===== src/rtl/optical_pkg.sv =====
// optical_pkg: shared receiver state encoding, default thresholds and majority vote
package optical_pkg;
  typedef enum logic [2:0] {
    IDLE      = 3'd0,
    START     = 3'd1,
    DATA      = 3'd2,
    STOP      = 3'd3,
    WAIT_DARK = 3'd4
  } rx_state_t;
  localparam int unsigned OPT_OVERSAMPLE = 8;
  localparam int unsigned OPT_THRESH_HI = 160;
  localparam int unsigned OPT_THRESH_LO = 96;
  function automatic logic maj3(input logic [2:0] h);
    return (h[0] & h[1]) | (h[0] & h[2]) | (h[1] & h[2]);
  endfunction
endpackage


===== src/rtl/optical_threshold_detector.sv =====
// optical_threshold_detector: hysteresis slicer with 3-deep history and rising-edge flag
module optical_threshold_detector import optical_pkg::*; #(
  parameter int unsigned INTENSITY_W = 8,
  parameter int unsigned THRESH_HI = OPT_THRESH_HI,
  parameter int unsigned THRESH_LO = OPT_THRESH_LO
) (
  input  logic                   clk,
  input  logic                   rst_n,
  input  logic [INTENSITY_W-1:0] light_level,
  output logic                   light_bit,
  output logic [2:0]             hist,
  output logic                   rise
);
  localparam logic [INTENSITY_W-1:0] HI = INTENSITY_W'(THRESH_HI);
  localparam logic [INTENSITY_W-1:0] LO = INTENSITY_W'(THRESH_LO);
  // levels strictly between LO and HI keep the previous decision
  always_ff @(posedge clk or negedge rst_n)
    if (!rst_n) begin
      light_bit <= 1'b0;
      hist <= '0;
    end else begin
      light_bit <= (light_level >= HI) ? 1'b1 : (light_level <= LO) ? 1'b0 : light_bit;
      hist <= {hist[1:0], light_bit};
    end
  assign rise = light_bit & ~hist[0];
endmodule


===== src/rtl/optical_ook_receiver.sv =====
// optical_ook_receiver: oversampled OOK frame recovery (start=light, LSB-first data, stop=dark)
// with a one-entry valid/ready holding register.
module optical_ook_receiver import optical_pkg::*; #(
  parameter int unsigned INTENSITY_W = 8,
  parameter int unsigned THRESH_HI = OPT_THRESH_HI,
  parameter int unsigned THRESH_LO = OPT_THRESH_LO,
  parameter int unsigned OVERSAMPLE = OPT_OVERSAMPLE,
  parameter int unsigned DATA_W = 8
) (
  input  logic                   clk,
  input  logic                   rst_n,
  input  logic [INTENSITY_W-1:0] light_level,
  output logic [DATA_W-1:0]      data,
  output logic                   data_valid,
  input  logic                   data_ready,
  output logic                   light_bit,
  output logic                   frame_err,
  output logic                   overrun
);
  localparam int unsigned CW = $clog2(OVERSAMPLE);
  localparam int unsigned BW = $clog2(DATA_W + 1);
  localparam logic [CW-1:0] MID = CW'(OVERSAMPLE / 2);
  localparam logic [CW-1:0] LAST = CW'(OVERSAMPLE - 1);
  localparam logic [BW-1:0] LAST_BIT = BW'(DATA_W - 1);
  rx_state_t state;
  logic [CW-1:0] cnt;
  logic [BW-1:0] bitidx;
  logic [DATA_W-1:0] shreg;
  logic [2:0] hist;
  logic rise, maj, stop_eval, load;
  optical_threshold_detector #(
    .INTENSITY_W(INTENSITY_W),
    .THRESH_HI(THRESH_HI),
    .THRESH_LO(THRESH_LO)
  ) u_det (
    .clk(clk),
    .rst_n(rst_n),
    .light_level(light_level),
    .light_bit(light_bit),
    .hist(hist),
    .rise(rise)
  );
  always_comb begin
    maj = maj3(hist);
    stop_eval = (state == STOP) && (cnt == LAST);
    load = stop_eval && !maj && (!data_valid || data_ready);
  end
  always_ff @(posedge clk or negedge rst_n)
    if (!rst_n) begin
      state <= IDLE;
      cnt <= '0;
      bitidx <= '0;
      shreg <= '0;
    end else begin
      case (state)
        IDLE: if (rise) begin
          state <= START;
          cnt <= '0;
        end
        START: if (cnt == MID) begin
          state <= maj ? DATA : IDLE;
          cnt <= '0;
          bitidx <= '0;
        end else cnt <= cnt + 1'b1;
        DATA: if (cnt == LAST) begin
          shreg <= {maj, shreg[DATA_W-1:1]};
          cnt <= '0;
          bitidx <= (bitidx == LAST_BIT) ? '0 : bitidx + 1'b1;
          if (bitidx == LAST_BIT) state <= STOP;
        end else cnt <= cnt + 1'b1;
        STOP: if (cnt == LAST) begin
          state <= maj ? WAIT_DARK : IDLE;
          cnt <= '0;
        end else cnt <= cnt + 1'b1;
        WAIT_DARK: if (!light_bit) begin
          state <= IDLE;
          cnt <= '0;
        end
        default: state <= IDLE;
      endcase
    end
  // a load wins over a same-cycle consume so the new word stays valid
  always_ff @(posedge clk or negedge rst_n)
    if (!rst_n) begin
      data <= '0;
      data_valid <= 1'b0;
      frame_err <= 1'b0;
      overrun <= 1'b0;
    end else begin
      data <= load ? shreg : data;
      data_valid <= load || (data_valid && !data_ready);
      frame_err <= stop_eval && maj;
      overrun <= stop_eval && !maj && data_valid && !data_ready;
    end
endmodule


===== config.mk =====
export PLATFORM = sky130hd
export DESIGN_NAME = optical_ook_receiver
export DESIGN_NICKNAME = d
export VERILOG_FILES = /design/src/rtl/optical_pkg.sv /design/src/rtl/optical_threshold_detector.sv /design/src/rtl/optical_ook_receiver.sv
export SDC_FILE = /design/constraint.sdc
export NUM_CORES = 1
export LEC_CHECK = 0
export BUFFER_PORTS_ARGS = -buffer_cell sky130_fd_sc_hd__buf_2
export CAP_MARGIN = 20
export CELL_PAD_IN_SITES_DETAIL_PLACEMENT = 0
export CELL_PAD_IN_SITES_GLOBAL_PLACEMENT = 1
export CORE_MARGIN = 1
export CORE_UTILIZATION = 44
export DETAILED_ROUTE_END_ITERATION = 7
export PLACE_DENSITY = 0.87
export SLEW_MARGIN = 5
export SYNTH_ARGS = -nofsm -noshare
export SYNTH_HDL_FRONTEND = slang
export SYNTH_SLANG_ARGS = --single-unit

===== constraint.sdc =====
create_clock -name clk -period 2 [get_ports clk]
set_clock_uncertainty 0.15 [all_clocks]
set_input_delay 0.4 -clock clk [delete_from_list [all_inputs] [get_ports clk]]
set_output_delay 0.4 -clock clk [all_outputs]
set_load 0.005 [all_outputs]

==> impl_results.md <==
- GR Util met3: 5.25%
- Placer Congestion: 0.743
- Die X: 61.1 um
- CTS tree: done
- Clk Tree Root Cell: clkbuf_4
- Sequential share of power: 49.6%
- Die area: 3730 sq um
- Post-synthesis async set-or-reset flop share: 100%
- Finished Core Util: 53.1%
- Vias in the first global route: 994
- Slew @ Worst Pin: 0.714 ns
- DRT iter0 DRCs: 32
- Starting Density: 46.0%
- Cell taking the most area after synthesis: dfrtp_1
- Net Sw Power: 0.647 mW
- # rows: 21
- Number of distinct library cells after synthesis: 42
- Internal power: 1.24 mW
- Fin. max-slew vios: 0
- Synth top area share: 53.7%
- Crit path time final: 1.87 ns
- Vias: 1,028
- Drt first pass iters: 4
- Critical Path RT: 2.07 ns
- Worst vdd ir: 0.465 mV
- Grt total ovfl: 0
- Final TNS setup: 0 ns
- Slew HR: 52.4%
- Switching fraction of total power: 34.3%
- Grt met1 use: 20.2%
- R2r setup slk: 0.13 ns
- Post-route DRC violation count: 0
- Synth area leaders: dfrtp_1 (54%), mux2_4 (7.8%), mux2_2 (5.9%), ha_1 (3.3%), o21ai_0 (2.6%)
- Clock buffer depth: 2
- Leakage: 0.884 nW
- # fillers: 307
- CTS buffer count: 5
- Count leader, synth: dfrtp_1
- Clock Power Share: 18.6%
- CP Capture Type: register
- First-pass GRT wire length: 4410 um
- Fin crit share: 93.6%
- Number of max-cap violations: 0
- Setup violators final: 0
- Routed WL: 2580 um
- Detailed Place HPWL: 1860 um
- Arrival @ worst endpoint: 1.94 ns
- Synth cell count leaders: dfrtp_1 (33), mux2_2 (8), mux2_4 (8), nand2_1 (8), o21ai_0 (8)
- Worst-path fanout max: 8
- CORE AREA: 3340 sq um
- Worst-Skew Late Latency: 0.33 ns
- Top Ports: 23
- #FFs+latches synth: 33
- Comb pwr share: 31.8%
- Port bufs: 22
- Clock transition at path regs: 0.10 ns
- Yosys Warn Count: 0
- Final Hold Viols: 0
- Post-CTS setup buffers: 0
- Post-synthesis sequential area ratio: 53.7%
- Initial antenna violation count: 0
- Power, Total: 1.89 mW
- # nets final: 166
- WS Path Type: register to register
- Layer with the highest usage: met2
- Synth Instances: 122
- Pwr dens: 1060 nW/um^2
- H-tree depth: 2
- GR Util All Layers: 16.4%
- Post-synthesis net count: 137
- Clock tree sinks: 33
- RSZ-0062 raised after global routing: no
- EDFF count, synth: 0
- M2 GR Usage: 26.9%
- Vias/cell: 5.19
- DIE HEIGHT: 61.1 um
- Fmax: 0.534 GHz
- Status: finished, final reports clean
- Post-route ant nets: 0
- Largest net degree at the start of global routing: 34
- Routed wire length per instance: 13.0 um
- Hold WS: 0.135 ns
- Fraction of layout cells with a size suffix above 1: 37.5%
- Ys flop type: dfrtp_1
- Avg Cell Area, Syn: 12.6 sq um
- Area growth syn-to-layout: 15.4%
- Startpoint types: register
- Mapped Area: 1540 sq um
- HP Class: input port to register
- Diodes inserted: 0
[worst max-delay path, cell delays in order, from the launching register on]
cell      delay (ns)
dfrtp_1         0.43
maj3_2          0.37
nand4b_4        0.20
nor2b_2         0.18
buf_12          0.15
mux2_4          0.30
[final timing paths]
path | startpoint | endpoint | cells after the start
worst min register to register | u_det.hist[1] | u_det.hist[2] | 0
min in group asynchronous | rst_n | data_valid | 2
max in group asynchronous | rst_n | bitidx[0] | 2
worst min-delay path | light_level[5] | u_det.light_bit | 3
worst max register to register | u_det.hist[0] | data[6] | 5
worst max-delay path | u_det.hist[0] | data[6] | 5
[cell type report]
class,instances,area (sq um),share of cell area [%]
Timing Repair Buffer,25,148,8.33
Sequential cell,33,826,46.6
Multi-Input combinational cell,81,672,37.9
Clock inverter,2,10.0,0.565
Tap cell,46,57.6,3.25
Inverter,5,18.8,1.06
Clock buffer,6,41.3,2.33
[timing repair]
| action | in CTS | in global routing |
|---|---|---|
| endpoints found under the setup margin | 0 | 8 |
| endpoints found under the hold margin | 33 | 0 |
| gates resized for setup | 0 | 2 |
| hold buffers | 1 | 0 |
[layout by cell type (no fill, tap or decap), types with 2 or more instances in the layout]
master	instances
buf_2	22
clkinv_2	2
inv_1	5
o21ai_1	2
a21oi_1	3
clkbuf_4	5
nand3b_1	2
ha_1	3
nand3_1	2
mux2_2	8
dfrtp_1	33
nand2b_1	2
o21ai_0	8
nand2_1	8
mux2_4	8
nor2_1	5
or3_1	2
[power by group through the flow]
stage / registers [mW] / clock network, mW / logic, mW
2_1_floorplan: 0.903 / 0 / 0.485
3_3_place_gp: 0.941 / 0 / 0.582
3_5_place_dp: 0.949 / 0 / 0.595
4_1_cts: 0.935 / 0.369 / 0.598
5_1_grt: 0.962 / 0.403 / 0.685
6_report: 0.936 / 0.351 / 0.599
[stage by stage]
step / instances / area, sq um / setup WS [ns]
after floorplan: 122 / 1540 / 0.213
after global routing: 198 / 1770 / 0.0262
after detailed placement: 189 / 1700 / 0.0500
after CTS: 198 / 1770 / 0.0321
after global placement: 189 / 1700 / 0.121
final: 198 / 1770 / 0.129
[cell families (layout without fill, tap and decap cells)]
| kind of cell | count (synthesis) | count (layout) | synth area share, % |
|---|---|---|---|
| buffers and inverters | 8 | 38 | 3.01 |
| multiplexers | 17 | 17 | 14.3 |
| AO/OA/AOI/OAI | 24 | 24 | 10.3 |
| adder cells (fa/ha/maj) | 5 | 5 | 3.99 |
| AND/OR/NAND/NOR | 35 | 35 | 14.7 |
| flip-flops | 33 | 33 | 53.7 |
[routing by layer]
| layer | vias up | part of all wire, % |
|---|---|---|
| met1 | 498 | 47 |
| li1 | 502 | - |
| met5 | - | 0 |
| met2 | 24 | 47 |
| met4 | 0 | 1.4 |
| met3 | 4 | 4.1 |
[sequential cells by signal (all words and copies together), names as in the netlist]
name and cells:
data_valid 1, u_det.hist 3, state 3, overrun 1, shreg 8, frame_err 1, bitidx 4, data 8
cnt 3, u_det.light_bit 1
Note: power is estimated with default switching activity, not from simulation.
